$ cat config.mk
export PLATFORM = sky130hd
export DESIGN_NAME = identifier_receiver
export DESIGN_NICKNAME = d
export VERILOG_FILES = /design/src/rtl/can_pkg.sv /design/src/rtl/id_acceptance_filter.sv /design/src/rtl/identifier_receiver.sv
export SDC_FILE = /design/constraint.sdc
export NUM_CORES = 1
export LEC_CHECK = 0
export CORE_MARGIN = 5
export CORE_UTILIZATION = 50
export CTS_CLUSTER_DIAMETER = 30
export CTS_CLUSTER_SIZE = 8
export DETAILED_ROUTE_END_ITERATION = 16
export PLACE_DENSITY = 0.84
export SKIP_CTS_REPAIR_TIMING = 1
export SLEW_MARGIN = 5
export SYNTH_ARGS = -nofsm -noshare
export SYNTH_HDL_FRONTEND = slang
export SYNTH_SLANG_ARGS = --single-unit
$ cat constraint.sdc
create_clock -name clock -period 5.1 [get_ports clock]
set_input_delay 0.51 -clock clock [delete_from_list [all_inputs] [get_ports clock]]
set_output_delay 0.51 -clock clock [all_outputs]
set_load 0.1 [all_outputs]
$ cat src/rtl/can_pkg.sv
// Shared CAN receive-path definitions: identifier FSM states and identifier constants.
package can_pkg;

  localparam int CAN_ID_WIDTH = 11;
  localparam logic [6:0] CAN_ID_RESERVED_PREFIX = 7'b1111111;
  localparam logic [CAN_ID_WIDTH-1:0] CAN_ID_IDLE = 11'h7FF;

  typedef enum logic [1:0] {
    RX_IDLE        = 2'd0,
    RX_RECEIVE_ID  = 2'd1,
    RX_RECEIVE_RTR = 2'd2,
    RX_DONE        = 2'd3
  } rx_id_state_t;

  // An identifier whose seven MSBs are all recessive may not be used on the bus.
  function automatic logic id_is_reserved(input logic [CAN_ID_WIDTH-1:0] id);
    return (id[CAN_ID_WIDTH-1 -: 7] == CAN_ID_RESERVED_PREFIX);
  endfunction

endpackage

$ cat src/rtl/id_acceptance_filter.sv
// Combinational acceptance filter: a mask bit of 1 means the identifier bit must equal the code bit.
module id_acceptance_filter #(
  parameter int WIDTH = 11
) (
  input  logic [WIDTH-1:0] i_identifier,
  input  logic [WIDTH-1:0] i_code,
  input  logic [WIDTH-1:0] i_mask,
  output logic             o_match
);

  logic [WIDTH-1:0] w_diff;

  assign w_diff  = (i_identifier ^ i_code) & i_mask;
  assign o_match = (w_diff == '0);

endmodule

$ cat src/rtl/identifier_receiver.sv
// Deserializes the 11-bit standard identifier and RTR bit after SOF, classifies the
// identifier (reserved / accepted) and pulses completion for one cycle.
module identifier_receiver
  import can_pkg::*;
#(
  parameter int ID_WIDTH = CAN_ID_WIDTH
) (
  input  logic                clock,
  input  logic                reset_n,
  input  logic                enable,
  input  logic                sample_point,
  input  logic                stuff_bit_detected,
  input  logic                sof_detected,
  input  logic                rx_bit,
  input  logic                error_abort,
  input  logic [ID_WIDTH-1:0] acceptance_code,
  input  logic [ID_WIDTH-1:0] acceptance_mask,
  output logic [ID_WIDTH-1:0] rx_identifier,
  output logic                rx_rtr,
  output logic [3:0]          id_counter,
  output logic                id_valid,
  output logic                id_accepted,
  output logic                id_format_error,
  output logic                id_rx_complete
);

  rx_id_state_t        r_state;
  rx_id_state_t        w_next;
  logic [ID_WIDTH-1:0] r_shift;
  logic [ID_WIDTH-1:0] r_rx_id;
  logic                r_rtr;
  logic [3:0]          r_count;
  logic                r_valid;
  logic                r_accepted;
  logic                w_qual;
  logic                w_last_id_bit;
  logic                w_match;
  logic                w_shift_valid;
  logic                w_complete;
  logic                w_format_error;

  // Stuff bits are removed from the data stream: only these samples carry frame content.
  assign w_qual        = sample_point & ~stuff_bit_detected;
  assign w_last_id_bit = (r_count == 4'(ID_WIDTH - 1));
  assign w_shift_valid = ~id_is_reserved(r_shift);

  id_acceptance_filter #(
    .WIDTH(ID_WIDTH)
  ) u_filter (
    .i_identifier(r_shift),
    .i_code      (acceptance_code),
    .i_mask      (acceptance_mask),
    .o_match     (w_match)
  );

  // State register.
  always_ff @(posedge clock or negedge reset_n) begin
    if (!reset_n) begin
      r_state <= RX_IDLE;
    end else begin
      r_state <= w_next;
    end
  end

  // Next-state and completion outputs; disable and abort override every transition.
  always_comb begin
    w_next         = r_state;
    w_complete     = 1'b0;
    w_format_error = 1'b0;
    case (r_state)
      RX_IDLE: begin
        if (sof_detected) w_next = RX_RECEIVE_ID;
      end
      RX_RECEIVE_ID: begin
        if (w_qual && w_last_id_bit) w_next = RX_RECEIVE_RTR;
      end
      RX_RECEIVE_RTR: begin
        if (w_qual) w_next = RX_DONE;
      end
      RX_DONE: begin
        w_complete     = 1'b1;
        w_format_error = ~r_valid;
        w_next         = RX_IDLE;
      end
      default: w_next = RX_IDLE;
    endcase
    if (!enable || error_abort) w_next = RX_IDLE;
  end

  // Shift register, bit counter and held capture registers.
  always_ff @(posedge clock or negedge reset_n) begin
    if (!reset_n) begin
      r_shift    <= CAN_ID_IDLE;
      r_count    <= 4'd0;
      r_rx_id    <= CAN_ID_IDLE;
      r_rtr      <= 1'b1;
      r_valid    <= 1'b0;
      r_accepted <= 1'b0;
    end else if (!enable) begin
      r_shift    <= CAN_ID_IDLE;
      r_count    <= 4'd0;
      r_rx_id    <= CAN_ID_IDLE;
      r_rtr      <= 1'b1;
      r_valid    <= 1'b0;
      r_accepted <= 1'b0;
    end else if (error_abort) begin
      // Abandon the frame but keep the last good capture visible.
      r_shift <= CAN_ID_IDLE;
      r_count <= 4'd0;
    end else begin
      case (r_state)
        RX_IDLE: begin
          r_shift <= CAN_ID_IDLE;
          r_count <= 4'd0;
        end
        RX_RECEIVE_ID: begin
          if (w_qual && (r_count < 4'(ID_WIDTH))) begin
            r_shift <= {r_shift[ID_WIDTH-2:0], rx_bit};
            r_count <= r_count + 4'd1;
          end
        end
        RX_RECEIVE_RTR: begin
          if (w_qual) begin
            r_rx_id    <= r_shift;
            r_rtr      <= rx_bit;
            r_valid    <= w_shift_valid;
            r_accepted <= w_shift_valid & w_match;
          end
        end
        RX_DONE: begin
          r_count <= 4'd0;
        end
        default: begin
          r_count <= 4'd0;
        end
      endcase
    end
  end

  assign rx_identifier   = r_rx_id;
  assign rx_rtr          = r_rtr;
  assign id_counter      = r_count;
  assign id_valid        = r_valid;
  assign id_accepted     = r_accepted;
  assign id_format_error = w_format_error;
  assign id_rx_complete  = w_complete;

endmodule

==> impl_metrics.py <==
metrics = {
    "floorplanning": {
        "die_x_um": 67.4,
        "fp-row-count": 20,
        "ios": 50,
        "fp.dieH_um": 67.4,
        "initial_core_util_pct": 53.1,
        "die-area_mm2": 0.00455,
        "core_area_mm2": 0.00310,
    },
    "global_route": {
        "grt_overflow": 0,
        "grt_antenna_before_repair": 0,
        "grt_max_degree": 32,
        "grt_pass1_wl_mm": 6.14,
        "grtUsageTotal_pct": 18.2,
        "first_global_vias": 1358,
    },
    "cells_and_area": {
        "final_common_cell": "clkdlybuf4s50_1",
        "multi_input_area_um2": 761,
        "syn2layout_area_growth_pct": 35.3,
        "fin_nets": 240,
        "fillers": 244,
        "diodes": 0,
        "instances_no_fill": 249,
        "regArea_um2": 805,
        "mostFrequentLayoutCells": "clkdlybuf4s50_1, dfstp_2, inv_1, nor3_1, o22a_1",
        "drive_gt1_share_pct": 21.0,
    },
    "setup_path": {
        "cp-start-kind": "flop",
        "end_kind": "output pin",
        "r2r-start": "r_state[1]",
        "worst-path-max-fanout": 4,
        "cpLargestDelayFamily": "buffers and inverters",
        "rr_worst_depth": 6,
        "reg2reg_to": "r_shift[5]",
        "cpPeakStageDelay_ns": 1.13,
        "crit_arrival_ns": 2.16,
        "r2r_setup_slack_ns": 2.79,
        "path_cells": "ha_1 -> nor2b_1 -> clkdlybuf4s50_1",
        "crit_required_ns": 4.59,
        "critical_path_class": "reg2out",
        "cp_slowest_cell": "clkdlybuf4s50_1",
        "critPathBufInv": 1,
    },
    "power_and_ir_drop": {
        "p_per_area_mw_per_mm2": 198,
        "p_sw_share_pct": 24.2,
        "combPwrFrac_pct": 14.3,
        "power_frac_seq_pct": 56.3,
        "pwr-share-clk_pct": 29.4,
        "ir_drop_v": 0.000148,
        "internal_power_mw": 0.335,
        "p_switching_mw": 0.107,
        "cellLeakagePower_nw": 0.901,
    },
    "synthesis": {
        "ys_seq_area_share_pct": 48.8,
        "synth_warnings": 0,
        "synth_edf_count": 0,
        "synthDistinctLibCells": 39,
        "synth.largest_area_cell": "dfstp_2",
        "syn_avg_cell_area_um2": 10.8,
        "synthesis.instances": 152,
        "async_flop_share_pct": 100,
        "synth-main-ff-cell": "dfstp_2",
        "syn_nets": 188,
        "synth_top_area_share_pct": 36.6,
        "yosys_register_bits": 31,
        "synth_area_leaders": "dfstp_2, dfrtp_1, o22a_1, xor2_1, a21oi_2",
        "synth_area_mm2": 0.00165,
    },
    "clock_network": {
        "cts_max_level": 2,
        "cts_tree": "done",
        "cts_buffers": 5,
        "root_buffer": "clkbuf_4",
        "clockBufferDepth": 2,
        "clock_latency_ns": 0.32,
        "clkSlewWorstSetupHoldPaths_ns": 0.09,
        "clkSinkCount": 31,
    },
    "route": {
        "drt-vias-per-instance": 5.22,
        "wire_per_inst_um": 14.8,
        "finalWirelength_mm": 3.67,
        "drc": 0,
        "vias": 1301,
        "drtPass1Iterations": 4,
        "drt_iter0_drc": 78,
        "drtAntennaViolNets": 0,
    },
    "timing": {
        "final.setup.worst_slack_ns": 2.43,
        "slew_viol_final": 0,
        "hold_viol": 0,
        "post-route-period-util_pct": 52.3,
        "fmax_ghz": 0.375,
        "timing.final.crit_period_ns": 2.67,
        "setup_tns_ns": 0,
        "setup_viol": 0,
        "rsz0062_at_grt": "false",
        "clock_skew_ns": 0.0129,
        "slew_headroom_pct": 27.8,
        "tightest_slew_ns": 1.08,
        "whs_ns": 0.498,
    },
    "outcome": {
        "status": "completed",
    },
    "flow_run": {
        "maxCapViolCount": 0,
    },
    "placed_design": {
        "io_buffer_count": 49,
        "dp_hpwl_mm": 2.87,
        "place_inst": 241,
        "preCtsSetupSlack_ns": 2.55,
        "place.gp.congestion": 0.722,
    },
    "hold_path": {
        "hp-start": "r_shift[0]",
        "min_path_type": "reg2reg",
        "min_delay_worst_endpoint": "r_shift[0]",
        "hold_path_depth": 2,
    },
}
## power groups by stage
stage	Clock (mW)	Sequential, mW	Combinational [mW]
6_report	0.130	0.249	0.0633
4_1_cts	0.134	0.249	0.0638
3_5_place_dp	0	0.253	0.0635
2_1_floorplan	0	0.255	0.0270
5_1_grt	0.149	0.250	0.0691
3_3_place_gp	0	0.253	0.0621
## cell usage after synthesis, types with 2 or more instances
library cell and count:
a211oi_1 2, a21oi_1 2, a21oi_2 9, a22oi_1 4
a311oi_2 2, clkbuf_1 2, dfrtp_1 8, dfstp_2 23
ha_1 6, inv_1 17, nand2_1 4, nand2b_1 2
nand3_1 5, nand3b_1 2, nor2_1 6, nor2b_1 3
nor3_1 12, o22a_1 12, xor2_1 11
## worst max path at each step
| stage | startpoint | cells after the start | endpoint |
|---|---|---|---|
| after CTS | r_state[1] | 3 | id_format_error |
| after floorplan | r_state[0] | 2 | id_format_error |
| after global placement | error_abort | 5 | r_shift[9] |
| final | r_state[1] | 3 | id_format_error |
| after detailed placement | error_abort | 5 | r_shift[7] |
| after global routing | r_state[0] | 3 | id_format_error |
## per-stage QoR
step / util [%] / power [mW] / cell area, µm²
after CTS: 71.9 / 0.447 / 2230
after floorplan: - / 0.282 / 1650
after detailed placement: 70.3 / 0.317 / 2180
after global placement: 70.3 / 0.315 / 2180
final: 71.9 / 0.443 / 2230
after global routing: 71.9 / 0.468 / 2230
## sequential cells by signal (all words and copies together), names as in the netlist
name           flops
id_accepted        1
id_counter         4
id_valid           1
r_shift           11
r_state            2
rx_identifier     11
rx_rtr             1
## cells by family after synthesis
kind of cell	synth area share, %
and+or+nand+nor	14.0
muxes	0.607
adders and majority gates	4.55
AOI/OAI and AO/OA	20.5
buffers and inverters	5.77
xor gates and xnor gates	5.84
DFF	48.8
## routing by layer
layer,vias to the layer above,part of all wire (%),global-route usage (%)
li1,650,-,-
met1,614,42,21.5
met2,32,52,32.8
met3,5,5.0,3.49
met4,0,0.95,6.08
met5,-,0,0
## area by class of cell
type | count | share of cell area (%)
inverter | 17 | 2.86
tap | 44 | 2.47
clock buffer | 8 | 2.19
timing repair buffer | 50 | 22.3
multi-input combinational | 99 | 34.1
sequential | 31 | 36.1
## worst register-to-register path, cell delays in order, from the launching register on
cell,delay (ns)
dfrtp_1,0.43
inv_1,0.09
ha_1,0.33
nor2b_1,0.13
a311oi_4,0.94
nor3_1,0.15
a21oi_2,0.16
No activity file was read; power rests on OpenSTA's default activity.
